[config.mk]
export PLATFORM = sky130hd
export DESIGN_NAME = rr_arbiter_wlock_flat
export DESIGN_NICKNAME = d
export VERILOG_FILES = /design/src/rtl/rr_arbiter_wlock_if.sv /design/src/rtl/rr_arbiter_wlock.sv /design/src/flat_wrapper.sv
export SDC_FILE = /design/constraint.sdc
export NUM_CORES = 1
export LEC_CHECK = 0
export ABC_CLOCK_PERIOD_IN_PS = 2100
export CAP_MARGIN = 20
export CORE_MARGIN = 5
export CORE_UTILIZATION = 30
export DETAILED_ROUTE_END_ITERATION = 8
export GPL_ROUTABILITY_DRIVEN = 0
export PLACE_DENSITY = 0.6
export SLEW_MARGIN = 20
export SYNTH_ARGS = -nofsm -noshare
export SYNTH_HDL_FRONTEND = slang
export SYNTH_SLANG_ARGS = --single-unit
export TNS_END_PERCENT = 1
[constraint.sdc]
create_clock -name clk -period 2.1 [get_ports clk]
set_input_delay 0.21 -clock clk [delete_from_list [all_inputs] [get_ports clk]]
set_output_delay 0.21 -clock clk [all_outputs]
set_load 0.02 [all_outputs]
[src/rtl/rr_arbiter_wlock_if.sv]
`default_nettype none
// +--------------------------------------------------------------------+
// | rr_arbiter_wlock_if : request/grant bundle for rr_arbiter_wlock     |
// | Rev 1.0                                                            |
// +--------------------------------------------------------------------+
interface rr_arbiter_wlock_if #(
  parameter int N_OF_INPUTS = 4
);
  localparam int IDX_W = (N_OF_INPUTS > 1) ? $clog2(N_OF_INPUTS) : 1;

  logic [N_OF_INPUTS-1:0] req_i;
  logic                   update_i;
  logic                   last_i;
  logic [N_OF_INPUTS-1:0] grant_o;
  logic [IDX_W-1:0]       grant_idx_o;
  logic                   locked_o;

  modport master (
    output req_i, update_i, last_i,
    input  grant_o, grant_idx_o, locked_o
  );

  modport slave (
    input  req_i, update_i, last_i,
    output grant_o, grant_idx_o, locked_o
  );
endinterface
`default_nettype wire

[src/rtl/rr_arbiter_wlock.sv]
`default_nettype none
// +--------------------------------------------------------------------+
// | rr_arbiter_wlock : round-robin arbiter with wormhole packet lock    |
// |                    and per-winner packet quantum                   |
// | Rev 1.0                                                            |
// +--------------------------------------------------------------------+
module rr_arbiter_wlock #(
  parameter int N_OF_INPUTS = 4,
  parameter int QUANTUM     = 1,
  parameter int LOCK_EN     = 1
) (
  input  logic                 clk,
  input  logic                 arst,
  rr_arbiter_wlock_if.slave    bus
);
  localparam int c_IDX_W = (N_OF_INPUTS > 1) ? $clog2(N_OF_INPUTS) : 1;
  localparam int c_CNT_W = $clog2(QUANTUM + 1);

  typedef enum logic [0:0] {
    ST_ARB    = 1'b0,
    ST_LOCKED = 1'b1
  } state_t;

  state_t                 r_state, w_state_nxt;
  logic [N_OF_INPUTS-1:0] r_mask, w_mask_nxt;
  logic [c_IDX_W-1:0]     r_lock_idx, w_lock_idx_nxt;
  logic [c_CNT_W-1:0]     r_pkt_cnt, w_pkt_cnt_nxt;

  logic [N_OF_INPUTS-1:0] w_mreq, w_sel, w_grant;
  logic [c_IDX_W-1:0]     w_arb_idx, w_gnt_idx;
  logic                   w_arb_vld, w_gnt_vld, w_locked, w_fire, w_tail;

  // Masked requests take precedence; an empty masked set falls back to raw req.
  always_comb begin
    w_mreq    = bus.req_i & r_mask;
    w_sel     = (|w_mreq) ? w_mreq : bus.req_i;
    w_arb_idx = '0;
    w_arb_vld = 1'b0;
    for (int i = N_OF_INPUTS - 1; i >= 0; i--) begin
      if (w_sel[i]) begin
        w_arb_idx = c_IDX_W'(i);
        w_arb_vld = 1'b1;
      end
    end
  end

  always_comb begin
    w_locked  = (r_state == ST_LOCKED);
    w_gnt_vld = w_locked | w_arb_vld;
    w_gnt_idx = w_locked ? r_lock_idx : w_arb_idx;
    w_grant   = '0;
    for (int i = 0; i < N_OF_INPUTS; i++) begin
      w_grant[i] = w_gnt_vld && (int'(w_gnt_idx) == i);
    end
  end

  assign bus.grant_o     = w_grant;
  assign bus.grant_idx_o = w_gnt_idx;
  assign bus.locked_o    = w_locked;

  // Next state: only a transfer on a live grant can move anything.
  always_comb begin
    w_state_nxt    = r_state;
    w_mask_nxt     = r_mask;
    w_lock_idx_nxt = r_lock_idx;
    w_pkt_cnt_nxt  = r_pkt_cnt;
    w_fire         = bus.update_i & w_gnt_vld;
    w_tail         = bus.last_i | (LOCK_EN == 0);
    if (w_fire) begin
      if (!w_tail) begin
        if (r_state == ST_ARB) begin
          w_state_nxt    = ST_LOCKED;
          w_lock_idx_nxt = w_gnt_idx;
        end
      end else begin
        w_state_nxt = ST_ARB;
        if (int'(r_pkt_cnt) + 1 < QUANTUM) begin
          w_pkt_cnt_nxt = r_pkt_cnt + 1'b1;
          for (int j = 0; j < N_OF_INPUTS; j++) begin
            w_mask_nxt[j] = (j >= int'(w_gnt_idx));
          end
        end else begin
          w_pkt_cnt_nxt = '0;
          for (int j = 0; j < N_OF_INPUTS; j++) begin
            w_mask_nxt[j] = (j > int'(w_gnt_idx));
          end
        end
      end
    end
  end

  always_ff @(posedge clk or posedge arst) begin
    if (arst) begin
      r_state    <= ST_ARB;
      r_mask     <= '1;
      r_lock_idx <= '0;
      r_pkt_cnt  <= '0;
    end else begin
      r_state    <= w_state_nxt;
      r_mask     <= w_mask_nxt;
      r_lock_idx <= w_lock_idx_nxt;
      r_pkt_cnt  <= w_pkt_cnt_nxt;
    end
  end

  a_grant_onehot0 : assert property (@(posedge clk) disable iff (arst) $onehot0(bus.grant_o));

endmodule
`default_nettype wire

[src/flat_wrapper.sv]
// flat-port wrapper written by rule: the top's interface ports become plain ports
module rr_arbiter_wlock_flat 
#(
  parameter int N_OF_INPUTS = 4,
  parameter int QUANTUM     = 1,
  parameter int LOCK_EN     = 1
)
  (clk, arst, bus_req_i, bus_update_i, bus_last_i, bus_grant_o, bus_grant_idx_o, bus_locked_o);
  rr_arbiter_wlock_if #(.N_OF_INPUTS(N_OF_INPUTS)) bus_i ();
  input  logic clk;
  input  logic arst;
  input wire logic [$bits(bus_i.req_i)-1:0] bus_req_i;
  input wire logic [$bits(bus_i.update_i)-1:0] bus_update_i;
  input wire logic [$bits(bus_i.last_i)-1:0] bus_last_i;
  output wire logic [$bits(bus_i.grant_o)-1:0] bus_grant_o;
  output wire logic [$bits(bus_i.grant_idx_o)-1:0] bus_grant_idx_o;
  output wire logic [$bits(bus_i.locked_o)-1:0] bus_locked_o;
  assign bus_i.req_i = bus_req_i;
  assign bus_i.update_i = bus_update_i;
  assign bus_i.last_i = bus_last_i;
  assign bus_grant_o = bus_i.grant_o;
  assign bus_grant_idx_o = bus_i.grant_idx_o;
  assign bus_locked_o = bus_i.locked_o;
  rr_arbiter_wlock #(.N_OF_INPUTS(N_OF_INPUTS), .QUANTUM(QUANTUM), .LOCK_EN(LOCK_EN)) u_core (.clk(clk), .arst(arst), .bus(bus_i));
endmodule
==> impl_metrics.json <==
{
  "status": "completed",
  "worstPathRequired_ns": 1.89,
  "fmax_mhz": 481.7,
  "post-place-ws_ns": -0.3671,
  "seq_power_share": 0.283,
  "layout_commonest_cell": "buf_4",
  "critPathKind": "flip-flop to output pin",
  "wire_per_inst_um": 12.56,
  "ctsHoldBuffers": 0,
  "regArea_um2": 180.2,
  "grt_first_pass_wirelength_mm": 2.270,
  "synth_seq_cells": 7,
  "endpoint_kind": "output pin",
  "power_density_mw_per_mm2": 968.3,
  "power_frac_comb": 0.551,
  "tightest_slew_ns": 0.3752,
  "path_cells": "a22oi_2, a22o_1, a221o_1, nand3_2, buf_4, nor2_1, buf_2",
  "crit_fanout": 5,
  "drtPass1Iterations": 4,
  "multi_input_area_um2": 254.0,
  "syn_inst": 52,
  "yosysWarnings": 0,
  "swShare": 0.3746,
  "htreeDepth": 1,
  "io_pins": 15,
  "clkPwrFrac": 0.166,
  "final_cell_mix": "buf_4, nand2_1, clkdlybuf4s50_1, inv_1, dfstp_2",
  "power.switching_uw": 275.9,
  "drive_gt1_frac": 0.4483,
  "grt_max_degree": 8,
  "die_h_um": 48.75,
  "nets": 96,
  "portBuffers": 14,
  "cp_slowest_cell": "dfstp_2",
  "start_util": 0.3061,
  "ant_nets": 0,
  "leakage_nw": 0.3722,
  "cp.arrival_ns": 1.87,
  "layout_min_cycle_time_ns": 2.076,
  "fillers": 148,
  "syn_area_um2": 450.4,
  "fin_util": 0.5170,
  "clock_latency_ns": 0.25,
  "cts_buffers": 3,
  "hpwl_mm": 1.072,
  "yosys.area.top_type": "dfstp_2",
  "clkTransAtPathRegs_ns": 0.05,
  "first_iter_violations": 6,
  "routed_wl_mm": 1.294,
  "syn2layout_area_growth_pct": 68.89,
  "core_area_mm2": 0.001471,
  "post_cts_buffers": 0,
  "crit_buf_inv": 2,
  "fin_crit_sh": 0.9886,
  "avgSynthCellArea_um2": 8.662,
  "cts_sinks": 7,
  "drv_slew": 0,
  "n_antenna_cell": 0,
  "viasPerCell": 5.078,
  "tns_ns": 0,
  "ir_drop_mv": 0.4681,
  "slew_headroom": 0.7493,
  "worst_slack_ns": 0.02386,
  "root_buffer": "clkbuf_4",
  "critPathLaunchType": "flip-flop",
  "gr-usage-all-layers": 0.1208,
  "grt_pass1_vias": 546,
  "fin_hold_ws_ns": 0.1870,
  "die-width_um": 48.75,
  "p_int_uw": 460.7,
  "clock_path_buffers": 2,
  "slowest_delay_ns": 0.56,
  "synth.top_cell.area_share": 0.2333,
  "yosysUniqueCellTypes": 26,
  "antenna_found_initial": 0,
  "rsz0062_at_grt": "yes",
  "path_delay_family": "compound AO/OA/AOI/OAI gates",
  "finalClockSkew_ns": 0.003080,
  "vias": 523,
  "max_cap_viol_count": 0,
  "final_hold_viol_count": 0,
  "cts_tree": "done",
  "syn-num-nets": 60,
  "synth.area.top_cells": "dfstp_2, dfrtp_1, nand2_1",
  "die_area_mm2": 0.002377,
  "row_count": 14,
  "overflow": 0,
  "seq_area_frac_synth": 0.4000,
  "holdCritPathClass": "primary input to async pin",
  "setup_viol": 0,
  "drc": 0
}
## worst reg2reg max path, cell delays in order, from the launching register on
cell     delay (ns)
dfstp_2        0.56
a22oi_2        0.13
a22o_1         0.20
a221o_1        0.31
nand3_2        0.09
inv_2          0.06
buf_4          0.13
o32ai_2        0.25
## power by group through the flow
stage | registers (mW) | logic, mW | clock network (mW)
floorplan | 0.207 | 0.191 | 0
global placement | 0.208 | 0.413 | 0
detailed placement | 0.209 | 0.418 | 0
CTS | 0.207 | 0.388 | 0.128
global route | 0.213 | 0.448 | 0.134
finish | 0.208 | 0.406 | 0.123
## area by class of cell
class / instances / area share
flip-flops and latches: 7 / 0.2368
well taps: 16 / 0.02632
inverters: 7 / 0.03454
multi-input cells: 38 / 0.3339
clock buffers: 4 / 0.03454
repair buffers: 31 / 0.3339
## timing repair
action / in CTS / in global routing
cloned: 0 / 0
setup endpoints to repair: 6 / 6
pin swaps: 0 / 2
resized for setup: 24 / 10
## flip-flops by register name (all words and copies together), names as in the netlist
| signal | count |
|---|---|
| u_core.bus.locked_o | 1 |
| u_core.r_lock_idx | 2 |
| u_core.r_mask | 4 |
## layer usage
layer,vias up,global-route usage,share of wire
met3,6,0.03988,0.089
met5,-,0,0
li1,262,-,-
met4,0,0.08969,0.032
met1,237,0.1396,0.43
met2,18,0.1826,0.45
## final timing paths
path                             startpoint                  end  slack [ns]  cells past startpoint
max                        u_core.r_mask[0]       bus_grant_o[1]        0.02                      7
min in group clk           u_core.r_mask[2]     u_core.r_mask[2]        0.50                      2
min reg2reg                u_core.r_mask[2]     u_core.r_mask[2]        0.50                      2
max reg2reg                u_core.r_mask[0]     u_core.r_mask[1]        0.29                      7
min                                    arst  u_core.bus.locked_o        0.19                      2
max in group asynchronous              arst     u_core.r_mask[2]        1.64                      2
## Yosys cell counts, drive strengths merged
| cell | instances |
|---|---|
| inv | 7 |
| nand2 | 7 |
| o21ai | 5 |
| dfstp | 4 |
| nor2 | 4 |
| a21oi | 3 |
| dfrtp | 3 |
| nand3 | 3 |
| a21o | 2 |
| a22oi | 2 |
| a21boi | 1 |
| a221o | 1 |
| a22o | 1 |
| a31oi | 1 |
| and3 | 1 |
| nand2b | 1 |
| nor2b | 1 |
| nor3b | 1 |
| o22ai | 1 |
| o32a | 1 |
| o32ai | 1 |
| o41ai | 1 |
## per-stage QoR
step	area, µm²	std cells	total power, mW
detailed placement	738.2	99	0.6273
CTS	740.7	103	0.7234
global placement	738.2	99	0.6215
global route	760.7	103	0.7959
finish	760.7	103	0.7366
floorplan	450.4	52	0.3974
## cells by family (layout without fill, tap and decap cells)
family,count (synthesis),after routing,share of synthesized area
buffers and inverters,7,42,0.05832
AO/OA/AOI/OAI,20,20,0.3472
flip-flops,7,7,0.4000
AND/OR/NAND/NOR,18,18,0.1945
(Power assumes the default switching activity.)
